File: src/rtl/regfile_wb_arbiter_if.sv
// Writeback bus between the two producers, the arbiter and the register file write port.
// The arbiter takes the slave modport. The master side drives the requests and observes the write port.
interface regfile_wb_arbiter_if;
  logic        a_valid;
  logic        a_ready;
  logic [4:0]  a_addr;
  logic [31:0] a_data;
  logic        b_valid;
  logic        b_ready;
  logic [4:0]  b_addr;
  logic [31:0] b_data;
  logic        rd_we;
  logic [4:0]  rd_addr;
  logic [31:0] rd_data;
  logic [7:0]  b_wait_cnt;

  modport master (
    output a_valid, a_addr, a_data, b_valid, b_addr, b_data,
    input  a_ready, b_ready, rd_we, rd_addr, rd_data, b_wait_cnt
  );

  modport slave (
    input  a_valid, a_addr, a_data, b_valid, b_addr, b_data,
    output a_ready, b_ready, rd_we, rd_addr, rd_data, b_wait_cnt
  );
endinterface

File: src/rtl/regfile_wb_arbiter.sv
// Shares the register file write port between requesters A and B. A has fixed priority.
// Defining WB_ARB_STARVE_EN adds a bounded-wait guarantee for B; otherwise A has strict priority.
module regfile_wb_arbiter #(
  parameter int STARVE_LIMIT = 4
) (
  input  logic                 clk,
  input  logic                 rst,
  regfile_wb_arbiter_if.slave  bus
);

  if (STARVE_LIMIT < 1 || STARVE_LIMIT > 255) begin : g_bad_limit
    $error("STARVE_LIMIT must be in 1..255");
  end

  logic        a_comp;
  logic        b_comp;
  logic        force_b;
  logic        grant_a;
  logic        grant_b;
  logic        rd_we_q;
  logic [4:0]  rd_addr_q;
  logic [31:0] rd_data_q;

  // x0 writes are consumed without using the port, so only non-x0 requests compete.
  assign a_comp = bus.a_valid && (bus.a_addr != 5'd0);
  assign b_comp = bus.b_valid && (bus.b_addr != 5'd0);

`ifdef WB_ARB_STARVE_EN
  logic [7:0] wait_cnt;

  assign force_b = (wait_cnt == 8'(STARVE_LIMIT));

  always_ff @(posedge clk or posedge rst) begin
    if (rst) begin
      wait_cnt <= 8'd0;
    end else if (b_comp && !grant_b) begin
      if (!force_b) wait_cnt <= wait_cnt + 8'd1;
    end else begin
      wait_cnt <= 8'd0;
    end
  end

  assign bus.b_wait_cnt = wait_cnt;
`else
  assign force_b        = 1'b0;
  assign bus.b_wait_cnt = 8'd0;
`endif

  assign bus.a_ready = bus.a_valid && (!a_comp || !(b_comp && force_b));
  assign bus.b_ready = bus.b_valid && (!b_comp || !a_comp || force_b);

  assign grant_a = a_comp && bus.a_ready;
  assign grant_b = b_comp && bus.b_ready;

  // Address and data hold their last values when no write is issued.
  always_ff @(posedge clk or posedge rst) begin
    if (rst) begin
      rd_we_q   <= 1'b0;
      rd_addr_q <= 5'd0;
      rd_data_q <= 32'd0;
    end else begin
      rd_we_q <= grant_a || grant_b;
      if (grant_a) begin
        rd_addr_q <= bus.a_addr;
        rd_data_q <= bus.a_data;
      end else if (grant_b) begin
        rd_addr_q <= bus.b_addr;
        rd_data_q <= bus.b_data;
      end
    end
  end

  assign bus.rd_we   = rd_we_q;
  assign bus.rd_addr = rd_addr_q;
  assign bus.rd_data = rd_data_q;

endmodule

File: src/flat_wrapper.sv
// flat-port wrapper written by rule: the top's interface ports become plain ports
module regfile_wb_arbiter_flat 
#(
  parameter int STARVE_LIMIT = 4
)
  (clk, rst, bus_a_valid, bus_a_addr, bus_a_data, bus_b_valid, bus_b_addr, bus_b_data, bus_a_ready, bus_b_ready, bus_rd_we, bus_rd_addr, bus_rd_data, bus_b_wait_cnt);
  regfile_wb_arbiter_if bus_i ();
  input  logic clk;
  input  logic rst;
  input wire logic [$bits(bus_i.a_valid)-1:0] bus_a_valid;
  input wire logic [$bits(bus_i.a_addr)-1:0] bus_a_addr;
  input wire logic [$bits(bus_i.a_data)-1:0] bus_a_data;
  input wire logic [$bits(bus_i.b_valid)-1:0] bus_b_valid;
  input wire logic [$bits(bus_i.b_addr)-1:0] bus_b_addr;
  input wire logic [$bits(bus_i.b_data)-1:0] bus_b_data;
  output wire logic [$bits(bus_i.a_ready)-1:0] bus_a_ready;
  output wire logic [$bits(bus_i.b_ready)-1:0] bus_b_ready;
  output wire logic [$bits(bus_i.rd_we)-1:0] bus_rd_we;
  output wire logic [$bits(bus_i.rd_addr)-1:0] bus_rd_addr;
  output wire logic [$bits(bus_i.rd_data)-1:0] bus_rd_data;
  output wire logic [$bits(bus_i.b_wait_cnt)-1:0] bus_b_wait_cnt;
  assign bus_i.a_valid = bus_a_valid;
  assign bus_i.a_addr = bus_a_addr;
  assign bus_i.a_data = bus_a_data;
  assign bus_i.b_valid = bus_b_valid;
  assign bus_i.b_addr = bus_b_addr;
  assign bus_i.b_data = bus_b_data;
  assign bus_a_ready = bus_i.a_ready;
  assign bus_b_ready = bus_i.b_ready;
  assign bus_rd_we = bus_i.rd_we;
  assign bus_rd_addr = bus_i.rd_addr;
  assign bus_rd_data = bus_i.rd_data;
  assign bus_b_wait_cnt = bus_i.b_wait_cnt;
  regfile_wb_arbiter #(.STARVE_LIMIT(STARVE_LIMIT)) u_core (.clk(clk), .rst(rst), .bus(bus_i));
endmodule
File: config.mk
export PLATFORM = sky130hd
export DESIGN_NAME = regfile_wb_arbiter_flat
export DESIGN_NICKNAME = d
export VERILOG_FILES = /design/src/rtl/regfile_wb_arbiter_if.sv /design/src/rtl/regfile_wb_arbiter.sv /design/src/flat_wrapper.sv
export SDC_FILE = /design/constraint.sdc
export NUM_CORES = 1
export LEC_CHECK = 0
export ABC_AREA = 1
export CORE_MARGIN = 1
export CORE_UTILIZATION = 36
export DETAILED_ROUTE_END_ITERATION = 8
export HOLD_SLACK_MARGIN = 0.12
export PLACE_DENSITY = 0.76
export SETUP_SLACK_MARGIN = 0.1
export SKIP_CTS_REPAIR_TIMING = 1
export SYNTH_ARGS = -nofsm -noshare
export SYNTH_HDL_FRONTEND = slang
export SYNTH_SLANG_ARGS = --single-unit
File: constraint.sdc
create_clock -name clk -period 1.2 [get_ports clk]
set_clock_uncertainty 0.05 [all_clocks]
set_input_delay 0.12 -clock clk [delete_from_list [all_inputs] [get_ports clk]]
set_output_delay 0.12 -clock clk [all_outputs]
set_load 0.03 [all_outputs]
Word level (Yosys, flattened, before mapping)

Index checks and enable logic that the tools add are counted.

Register bits after elaboration: 38
Word-level logic and storage cells: 19

Mux-type cells: 4
Reduce and logical (&&, ||, !) cells: 12

Operators with widths:

| operator           | number |
|---|---|
| 32-bit two-way mux | 2 |
| 5-bit two-way mux  | 2 |
| 5-bit nonzero test | 2 |
| 1-bit logical AND  | 5 |
| 1-bit zero test    | 2 |
| 1-bit logical OR   | 2 |
| 2-bit nonzero test | 1 |

Depth between registers and ports, before layout

Gate-level depths: netlist of run 1.

Word-level depth: 8
Mapped depth: 8

Worst setup path after synthesis of run 1

No wires, ideal clock.

Path kind: input to output
Start: in bus_a_addr[2]
End: out bus_b_ready
Arrival time: 1.000 ns
Data required time: 1.030 ns
Setup slack: 0.030 ns
Cell stages on the path: 7
Path through: nor2_2 nand3_4 nand2_4 buf_6 buf_6 o21ai_0 inv_1

Longest elaborated chain between the ends: 5

Ends and longest elaborated chain:

| element            | line                     | source |
|---|---|---|
| start: declaration | flat_wrapper.sv:11       | `input wire logic [$bits(bus_i.a_addr)-1:0] bus_a_addr;` |
| 5-bit nonzero test | regfile_wb_arbiter.sv:25 | `assign a_comp = bus.a_valid && (bus.a_addr != 5'd0);` |
| 1-bit logical AND  | regfile_wb_arbiter.sv:25 |  |
| 1-bit zero test    | --                       |  |
| 1-bit logical OR   | regfile_wb_arbiter.sv:50 | `assign bus.b_ready = bus.b_valid && (!b_comp \|\| !a_comp \|\| force_b);` |
| 1-bit logical AND  | regfile_wb_arbiter.sv:50 |  |
| end: declaration   | flat_wrapper.sv:17       | `output wire logic [$bits(bus_i.b_ready)-1:0] bus_b_ready;` |

No other way between the ends.

Final worst setup path of run 1

Start: reg u_core.rd_data_q[19], in the netlist u_core.bus.rd_data[19]
End: out bus_rd_data[19]

RTL lines:

| element                  | line                     | source |
|---|---|---|
| start: declaration       | regfile_wb_arbiter.sv:22 | `logic [31:0] rd_data_q;` |
| start signal: assignment | regfile_wb_arbiter.sv:65 | `rd_data_q <= bus.a_data;` |
| start signal: assignment | regfile_wb_arbiter.sv:68 | `rd_data_q <= bus.b_data;` |
| end: declaration         | flat_wrapper.sv:20       | `output wire logic [$bits(bus_i.rd_data)-1:0] bus_rd_data;` |

No word-level cell between the ends.

==> results of run 1 <==
[metal layers]
layer | vias to the layer above | track usage [%]
met1 | 1084 | 21.5
met2 | 75 | 33.8
met4 | 0 | 6.84
li1 | 1227 | -
met5 | - | 0
met3 | 9 | 4.22
[cells by family after synthesis]
group / Yosys count
AO/OA/AOI/OAI: 2
buffers and inverters: 102
flip-flops: 38
AND/OR/NAND/NOR: 192
other: 1
[power by group through the flow]
stage / sequential, mW / combinational (mW) / clock, mW
global placement: 1.53 / 1.36 / 0
global route: 1.52 / 1.42 / 0.963
finish: 1.51 / 1.32 / 0.877
CTS: 1.51 / 1.38 / 0.906
detailed placement: 1.53 / 1.38 / 0
floorplan: 1.82 / 0.433 / 0
[worst register-to-register path, cell delays in order (launching register included)]
cell     delay, ns
dfrtp_1       0.39
nand3_1       0.08
nand3_1       0.06
[cells in the mapped netlist]
library cell	instances	area (sq um)
buf_4	9	67.6
nand3_1	75	375
inv_4	1	6.26
clkbuf_1	3	11.3
buf_2	9	45.0
nand2_4	2	22.5
inv_1	75	282
o21ai_0	2	10.0
nand3_4	1	17.5
nor2_1	2	7.51
dfrtp_1	38	951
conb_1	1	3.75
nor2_2	2	12.5
buf_6	5	56.3
nand2_1	110	413
[stage by stage]
stage | utilization (%) | hold slack, ns | TNS [ns] | cells
after CTS | 60.5 | 0.127 | -8.06 | 531
after floorplan | - | 0.199 | 0 | 342
after detailed placement | 59.0 | 0.414 | -12.75 | 523
final | 60.6 | 0.115 | 0 | 534
after global placement | 59.0 | 0.412 | -12.14 | 523
after global routing | 60.6 | 0.132 | 0 | 534
[path summary, 6_finish.rpt]
path                                                    start                                 end  cells past startpoint
max reg2reg                 u_core.bus.rd_addr[4]$_DFFE_PP0P_   u_core.bus.rd_addr[4]$_DFFE_PP0P_                      2
min in group clk                                bus_a_addr[4]   u_core.bus.rd_addr[4]$_DFFE_PP0P_                      3
max in group asynchronous                                 rst   u_core.bus.rd_data[9]$_DFFE_PP0P_                      3
max                        u_core.bus.rd_data[19]$_DFFE_PP0P_                     bus_rd_data[19]                      1
min                                                       rst  u_core.bus.rd_data[15]$_DFFE_PP0P_                      3
min reg2reg                u_core.bus.rd_data[28]$_DFFE_PP0P_  u_core.bus.rd_data[28]$_DFFE_PP0P_                      2
[final cells by class]
| class | instances | share of cell area [%] |
|---|---|---|
| clock inverter | 1 | 0.137 |
| inverter | 76 | 7.88 |
| timing repair buffer | 135 | 35.6 |
| clock buffer | 7 | 2.37 |
| sequential | 38 | 26.1 |
| multi-input combinational | 202 | 25.4 |
| tap | 75 | 2.57 |
[sequential cells by signal, summed over array words and instances, names as in the netlist]
register,count
u_core.bus.rd_data,32
u_core.bus.rd_addr,5
u_core.bus.rd_we,1
==> results.py, run 1 <==
metrics = {
    "clock_tree": {
        "cts_buffers": 5,
        "clk_latency_ns": 0.28,
        "clk_pin_slew_worst_paths_ns": 0.07,
        "cts_tree": "done",
        "clockBufferDepth": 2,
        "cts.sinks": 38,
        "htreeDepth": 2,
        "ctsRootBufferMaster": "clkbuf_8",
    },
    "final_layout": {
        "drive_above_1_share_pct": 16.3,
        "area_growth_pct": 60.0,
        "multi_input_area_sq_um": 926,
        "regArea_sq_um": 951,
        "layout.nets": 536,
        "stdcell_area_sq_um": 3650,
        "final_cell_mix": "nand2_1 (109), nand3_1 (74), inv_1 (71)",
        "fill_cells": 559,
        "final_common_cell": "nand2_1",
        "num_antenna_cells": 0,
    },
    "yosys": {
        "synth_warnings": 0,
        "synth.area.mux_share_pct": 0,
        "synth_seq_cells": 38,
        "syn_area_per_cell_sq_um": 6.81,
        "synth_compound_area_share_pct": 0.439,
        "ys_types": 15,
        "synth-simple-area-share_pct": 37.2,
        "ys_seq_area_share_pct": 41.7,
        "synth_fa_ha_area_share_pct": 0,
        "synth_xor_area_share_pct": 0,
        "synth_top_family_by_area": "simple AND/OR/NAND/NOR gates",
        "netlist_area_sq_um": 2280,
        "netlist_instances": 335,
    },
    "floorplanning": {
        "fp.coreArea_sq_um": 6030,
        "dieArea_sq_um": 6660,
        "pin_count": 126,
        "fp.dieW_um": 81.6,
        "chipHeight_um": 81.6,
        "initial_utilization_pct": 37.9,
        "row_count": 28,
    },
    "flow_run": {
        "maxCapViolations": 0,
    },
    "pwr": {
        "p_switching_mw": 1.24,
        "comb_power_share_pct": 35.6,
        "seq_power_share_pct": 40.7,
        "clockPowerShare_pct": 23.7,
        "swShare_pct": 33.6,
        "p_per_area_nw_per_um2": 1010,
        "leakagePower_nw": 2.13,
        "p_total_mw": 3.70,
        "power.internal_mw": 2.46,
        "vdd_ir_drop_max_v": 0.000513,
    },
    "setup_path": {
        "critPathMaxStageDelay_ns": 0.35,
        "crit_chain": "dlymetal6s2s_1",
        "crit_buf_inv": 1,
        "cp-start-kind": "register",
        "ff2ff_setup_slack_ns": 0.50,
        "cp_max_fo": 2,
        "critPathArrivalTime_ns": 0.94,
        "cp-end-kind": "output pin",
        "required_ns": 1.03,
        "criticalPathCategory": "register to output pin",
        "critPathSlowestCell": "dfrtp_1",
        "critPathTopFamily": "flip-flops",
    },
    "sta": {
        "fmaxAchievable_mhz": 898,
        "fin_crit_ns": 1.11,
        "rsz0062_at_grt": "true",
        "hold_viol_final": 0,
        "fin_ws_ns": 0.0865,
        "setup_viol": 0,
        "finalMaxSlewViolations": 0,
        "period_share_pct": 92.8,
    },
    "routing": {
        "routed_wl_um": 6130,
        "drt_first_pass_iters": 4,
        "via_count": 2395,
        "wl_met2_um": 2920,
        "avgViaCountPerCell": 4.49,
        "wl_per_cell_um": 11.5,
        "wl_met3_um": 397,
        "highest_layer": "met4",
        "drtAntennaViolNets": 0,
        "drc": 0,
        "wl_met1_um": 2720,
        "drtIter0Drc": 75,
    },
    "grt": {
        "antenna_found_initial": 0,
        "grt_use_total_pct": 18.7,
        "grt_max_degree": 39,
        "grt_pass1_wl_um": 9550,
        "grt_pass1_vias": 2243,
        "grt_overflow": 0,
    },
    "place": {
        "routabilityCongestion": 0.715,
        "place.detailed.hpwl_um": 4630,
        "dp_slack_ns": -0.367,
        "post_dp_cell_area_sq_um": 3560,
        "port_buffers": 117,
    },
    "hold_path": {
        "hp-class": "primary input to asynchronous set/reset pin",
    },
    "run_status": {
        "status": "finished, final reports clean",
    },
}
Power figures use the tool's default switching activity.
==> run 2, diff against run 1 <==
--- a/config.mk
+++ b/config.mk
@@ -5,12 +5,11 @@
 export SDC_FILE = /design/constraint.sdc
 export NUM_CORES = 1
 export LEC_CHECK = 0
-export ABC_AREA = 1
 export CORE_MARGIN = 1
-export CORE_UTILIZATION = 36
+export CORE_UTILIZATION = 35
 export DETAILED_ROUTE_END_ITERATION = 8
 export HOLD_SLACK_MARGIN = 0.12
-export PLACE_DENSITY = 0.76
+export PLACE_DENSITY_LB_ADDON = 0.25
 export SETUP_SLACK_MARGIN = 0.1
 export SKIP_CTS_REPAIR_TIMING = 1
 export SYNTH_ARGS = -nofsm -noshare
==> run 2 against run 1 <==
Against the previous run: the flow now finishes with violations (negative setup slack); synthesized cell count decreased by 36%; first-iteration DRC count grew 41%; non-clock buffer count is 19 higher; combinational power increased by 5%; via count down 12%; wire length up 11%; cell area down 0.17%; setup slack worse by 0.34 ns; critical path depth is 5 higher; flip-flop and latch count did not move; clock-buffer cell count stayed put; critical path type is now primary input to output pin; largest cell class unchanged; largest power group unchanged.
==> results.py, run 2 <==
metrics = {
    "pwr": {
        "p_switching_mw": 1.23,
        "comb_power_share_pct": 37.7,
        "swShare_pct": 33.3,
        "vdd_ir_drop_max_v": 0.000539,
        "seq_power_share_pct": 40.1,
        "p_total_mw": 3.69,
        "power.internal_mw": 2.46,
        "p_per_area_nw_per_um2": 1010,
        "clockPowerShare_pct": 22.2,
        "leakagePower_nw": 1.60,
    },
    "yosys": {
        "yosysMostFrequentCell": "nand2_1",
        "synthTopCellsByArea": "dfrtp_1 (52%), nand2_1 (13%), a31oi_1 (11%)",
        "ys_types": 19,
        "syn_area_per_cell_sq_um": 8.46,
        "netlist_instances": 216,
        "ys_seq_area_share_pct": 52.1,
        "synth_warnings": 0,
        "netlist_area_sq_um": 1830,
        "async_reset_ff_share_pct": 100,
        "synth_seq_cells": 38,
        "synthTopCellsByCount": "nand2_1 (65), dfrtp_1 (38), nor2_1 (37)",
        "synth_edf_count": 0,
        "synth_top_area_share_pct": 52.1,
        "ys.flop_type": "dfrtp_1",
        "yosys.area.top_type": "dfrtp_1",
    },
    "grt": {
        "grtUsageMet2_pct": 34.2,
        "grt_overflow": 0,
        "grt_use_met3_pct": 5.01,
        "grt_max_degree": 48,
        "grt_use_total_pct": 19.5,
        "grt_pass1_wl_um": 8200,
        "grt_pass1_vias": 1893,
        "busiest_layer": "met2",
        "antenna_found_initial": 0,
        "met1_usage_pct": 22.5,
    },
    "sta": {
        "finalMaxSlewViolations": 0,
        "rsz0062_at_grt": "true",
        "period_share_pct": 121,
        "fin_crit_ns": 1.45,
        "hold_viol_final": 0,
        "fin_ws_ns": -0.252,
        "setup_viol": 39,
        "fmaxAchievable_mhz": 689,
    },
    "routing": {
        "drc": 0,
        "drtAntennaViolNets": 0,
        "via_count": 2119,
        "wl_per_cell_um": 16.0,
        "routed_wl_um": 6820,
        "drt_first_pass_iters": 4,
        "avgViaCountPerCell": 4.97,
        "drtIter0Drc": 106,
    },
    "setup_path": {
        "criticalPathCategory": "primary input to output pin",
        "cp_max_fo": 2,
        "ff2ff_setup_slack_ns": 0.40,
        "critPathArrivalTime_ns": 1.28,
        "cp-end-kind": "output pin",
        "cp-start-kind": "primary input",
        "rr_worst_depth": 2,
        "r2r-start": "u_core.bus.rd_addr[2]$_DFFE_PP0P_",
        "required_ns": 1.03,
        "rr_endpoint": "u_core.bus.rd_addr[2]$_DFFE_PP0P_",
    },
    "run_status": {
        "status": "complete, but fails checks",
        "violations": "negative setup slack",
    },
    "floorplanning": {
        "dieArea_sq_um": 5510,
        "initial_utilization_pct": 37.4,
        "fp.coreArea_sq_um": 4880,
        "fp.dieW_um": 74.2,
        "row_count": 25,
        "pin_count": 126,
        "chipHeight_um": 74.2,
    },
    "clock_tree": {
        "clk_pin_slew_worst_paths_ns": 0.08,
        "ctsRootBufferMaster": "clkbuf_8",
        "cts_tree": "done",
        "clockBufferDepth": 2,
        "htreeDepth": 2,
        "cts_buffers": 5,
        "cts.sinks": 38,
        "clk_latency_ns": 0.28,
    },
    "final_layout": {
        "area_growth_pct": 99.5,
        "final_cell_mix": "clkdlybuf4s50_1 (69), nand2_1 (63), dfrtp_1 (38)",
        "stdcell_area_sq_um": 3640,
        "fin_util_pct": 74.7,
        "fill_cells": 358,
        "multi_input_area_sq_um": 982,
        "drive_above_1_share_pct": 34.3,
        "num_antenna_cells": 0,
        "regArea_sq_um": 951,
        "largest_register_ffs": 32,
        "final_common_cell": "clkdlybuf4s50_1",
        "layout.nets": 437,
    },
    "flow_run": {
        "maxCapViolations": 0,
    },
    "place": {
        "post_dp_cell_area_sq_um": 3070,
        "routabilityCongestion": 0.731,
        "place.detailed.hpwl_um": 3840,
        "port_buffers": 117,
    },
    "hold_path": {
        "hold_path_startpoint": "bus_b_addr[3]",
        "hold_depth": 3,
        "hp-class": "primary input to register",
        "hold_path_end": "u_core.bus.rd_addr[3]$_DFFE_PP0P_",
    },
}
==> run 2: worst max path at each step <==
stage | endpoint | slack, ns | startpoint | cells past startpoint
3_3_place_gp | bus_b_ready | -0.71 | bus_a_addr[4] | 6
6_report | bus_b_ready | -0.25 | bus_a_addr[1] | 6
5_1_grt | u_core.bus.rd_data[3]$_DFFE_PP0P_ | -0.31 | bus_a_addr[1] | 8
2_1_floorplan | u_core.bus.rd_data[2]$_DFFE_PP0P_ | -0.14 | bus_a_addr[4] | 5
3_5_place_dp | u_core.bus.rd_data[17]$_DFFE_PP0P_ | -0.77 | bus_a_addr[4] | 6
4_1_cts | bus_b_ready | -0.72 | bus_a_addr[4] | 6
==> run 2: cell families after synthesis <==
kind of cell	count (synthesis)	synth area share [%]
and+or+nand+nor	105	22.0
AOI/OAI and AO/OA	46	16.4
DFF	38	52.1
buffers and inverters	26	9.31
other	1	0.205
==> run 2: final cells by class <==
cell class | count | area share (%)
well taps | 67 | 2.30
repair buffers | 154 | 42.4
inverters | 1 | 0.103
flip-flops and latches | 38 | 26.1
multi-input cells | 159 | 27.0
clock buffers | 7 | 2.09
==> run 2: worst max-delay path: stages <==
cell	delay (ns)
buf_6	0.09
or4_4	0.54
o21ai_4	0.19
buf_6	0.11
o21a_4	0.11
buf_6	0.12
==> run 2: power by group through the flow <==
stage / clock (mW) / combinational [mW] / sequential [mW]
floorplan: 0 / 0.357 / 1.76
global placement: 0 / 1.18 / 1.50
detailed placement: 0 / 1.19 / 1.50
CTS: 0.837 / 1.20 / 1.48
global route: 0.889 / 1.48 / 1.49
finish: 0.821 / 1.39 / 1.48
==> run 2: per-layer routing <==
| layer | wire [um] | part of all wire [%] | vias up |
|---|---|---|---|
| met5 | 0 | 0 | - |
| met4 | 157 | 2.3 | 0 |
| met3 | 505 | 7.4 | 12 |
| met2 | 3460 | 51 | 102 |
| met1 | 2700 | 40 | 1008 |
| li1 | - | - | 997 |
==> run 2: per-stage QoR <==
step	instances	hold WS [ns]	setup TNS, ns	worst slack [ns]
finish	426	0.115	-6.71	-0.252
global route	426	0.129	-8.41	-0.310
CTS	402	0.131	-22.01	-0.719
detailed placement	395	0.436	-27.38	-0.768
global placement	395	0.426	-26.27	-0.706
floorplan	223	0.220	-5.05	-0.144
==> run 3, diff against run 2 <==
--- a/config.mk
+++ b/config.mk
@@ -7,11 +7,13 @@
 export LEC_CHECK = 0
 export CORE_MARGIN = 1
 export CORE_UTILIZATION = 35
+export CTS_CLUSTER_SIZE = 28
 export DETAILED_ROUTE_END_ITERATION = 8
 export HOLD_SLACK_MARGIN = 0.12
 export PLACE_DENSITY_LB_ADDON = 0.25
-export SETUP_SLACK_MARGIN = 0.1
+export SETUP_SLACK_MARGIN = 0.05
 export SKIP_CTS_REPAIR_TIMING = 1
 export SYNTH_ARGS = -nofsm -noshare
 export SYNTH_HDL_FRONTEND = slang
 export SYNTH_SLANG_ARGS = --single-unit
+export TNS_END_PERCENT = 50
==> run 3 against run 2 <==
Against the previous run: the run still ends with negative setup slack left; sequential share of layout area shrank 0.69 points; non-clock buffer count is the same; utilization is 2.0 points higher; wire length up 5.2%; worst hold slack better by 0.0037 ns; critical path depth decreased by 1; critical path type unchanged; largest cell class unchanged; highest routed layer unchanged.
==> results.py, run 3 (synthesis gave the netlist of run 2 again) <==
metrics = {
    "floorplanning": {
        "fp.coreArea_sq_um": 4880,
        "dieArea_sq_um": 5510,
        "row_count": 25,
        "pin_count": 126,
        "initial_utilization_pct": 37.4,
        "chipHeight_um": 74.2,
        "fp.dieW_um": 74.2,
    },
    "flow_run": {
        "maxCapViolations": 0,
    },
    "grt": {
        "met1_usage_pct": 25.2,
        "grt_use_total_pct": 20.3,
        "grt_pass1_vias": 1874,
        "antenna_found_initial": 0,
        "grtUsageMet2_pct": 35.9,
        "grt_use_met3_pct": 4.20,
        "busiest_layer": "met2",
        "grt_max_degree": 41,
        "grt_pass1_wl_um": 8530,
        "grt_overflow": 0,
    },
    "final_layout": {
        "final_cell_mix": "clkdlybuf4s50_1 (68), nand2_1 (61), dfrtp_1 (38)",
        "final_cells": 427,
        "fin_util_pct": 76.7,
        "layout.nets": 437,
        "num_antenna_cells": 0,
        "area_growth_pct": 105,
        "drive_above_1_share_pct": 30.6,
        "largest_register_ffs": 32,
        "final_common_cell": "clkdlybuf4s50_1",
    },
    "clock_tree": {
        "clk_pin_slew_worst_paths_ns": 0.08,
        "cts_tree": "done",
        "htreeDepth": 2,
        "clk_latency_ns": 0.28,
        "cts_buffers": 5,
        "cts.sinks": 38,
        "clockBufferDepth": 2,
        "ctsRootBufferMaster": "clkbuf_8",
    },
    "setup_path": {
        "cp_max_fo": 5,
        "criticalPathCategory": "primary input to output pin",
        "ff2ff_setup_slack_ns": 0.33,
        "required_ns": 1.03,
        "critPathArrivalTime_ns": 1.32,
        "cp-end-kind": "output pin",
        "cp-start-kind": "primary input",
        "rr_endpoint": "u_core.bus.rd_addr[0]$_DFFE_PP0P_",
        "r2r-start": "u_core.bus.rd_addr[0]$_DFFE_PP0P_",
        "rr_worst_depth": 2,
    },
    "routing": {
        "avgViaCountPerCell": 4.94,
        "drtIter0Drc": 91,
        "wl_per_cell_um": 16.8,
        "drtAntennaViolNets": 0,
        "drc": 0,
        "drt_first_pass_iters": 4,
        "routed_wl_um": 7180,
        "via_count": 2110,
    },
    "sta": {
        "fmaxAchievable_mhz": 671,
        "period_share_pct": 124,
        "finalMaxSlewViolations": 0,
        "rsz0062_at_grt": "true",
        "fin_crit_ns": 1.49,
        "fin_ws_ns": -0.289,
        "setup_viol": 39,
        "hold_viol_final": 0,
        "final.setup.tns_ns": -6.37,
    },
    "hold_path": {
        "hold_depth": 3,
        "hold_path_startpoint": "bus_b_addr[3]",
        "hp-class": "primary input to register",
        "hold_path_end": "u_core.bus.rd_addr[3]$_DFFE_PP0P_",
    },
    "place": {
        "dp_slack_ns": -0.714,
        "port_buffers": 117,
        "routabilityCongestion": 0.746,
        "place.detailed.hpwl_um": 3960,
        "placed_cells": 398,
    },
    "pwr": {
        "p_per_area_nw_per_um2": 1140,
        "leakagePower_nw": 1.76,
        "vdd_ir_drop_max_v": 0.000740,
    },
    "run_status": {
        "status": "complete, but fails checks",
        "violations": "negative setup slack",
    },
}
## run 3: cell types whose count changed in the layout (fill, tap and decap cells not counted), sizes merged
cell | before | now
buf | 48 | 50
bufinv | 0 | 2
clkbuf | 36 | 21
clkdlybuf4s50 | 69 | 68
dlygate4sd3 | 5 | 2
dlymetal6s2s | 3 | 19
## run 3: worst max-delay path: stages
cell and delay, ns:
buf_6 0.09, or4_4 0.54, o21ai_4 0.29, o21a_4 0.16, buf_6 0.12
## run 3: worst max-delay path by stage
stage,endpoint,slack (ns),start
2_1_floorplan,u_core.bus.rd_data[2]$_DFFE_PP0P_,-0.14,bus_a_addr[4]
3_3_place_gp,u_core.bus.rd_data[28]$_DFFE_PP0P_,-0.68,bus_a_addr[4]
5_1_grt,bus_b_ready,-0.31,bus_a_addr[1]
4_1_cts,bus_b_ready,-0.62,bus_a_addr[4]
3_5_place_dp,u_core.bus.rd_data[19]$_DFFE_PP0P_,-0.71,bus_a_addr[4]
6_report,bus_b_ready,-0.29,bus_a_addr[1]
## run 3: layout make-up
type	count	area (sq um)
clock inverter	2	60.1
sequential	38	951
inverter	1	3.75
tap	67	83.8
clock buffer	6	82.6
fill	342	1140
multi-input combinational	159	913
timing repair buffer	154	1650
## run 3: per-layer routing
| layer | vias up | wire [um] |
|---|---|---|
| li1 | 996 | - |
| met3 | 8 | 368 |
| met4 | 0 | 110 |
| met2 | 88 | 3740 |
| met1 | 1018 | 2960 |
| met5 | - | 0 |
## run 3: power breakdown
part,leakage [nW],internal (mW),switching [mW],total (mW)
clock network,0.0714,0.888,0.476,1.36
registers,0.433,1.41,0.0748,1.48
logic,1.26,0.684,0.728,1.41
## run 3: through the flow
| stage | total power, mW | cell area, sq um | hold WS, ns |
|---|---|---|---|
| final | 4.26 | 3740 | 0.119 |
| after global routing | 4.44 | 3740 | 0.129 |
| after CTS | 4.08 | 3250 | 0.110 |
| after detailed placement | 2.71 | 3110 | 0.424 |
| after global placement | 2.69 | 3110 | 0.418 |
| after floorplan | 2.11 | 1890 | 0.220 |
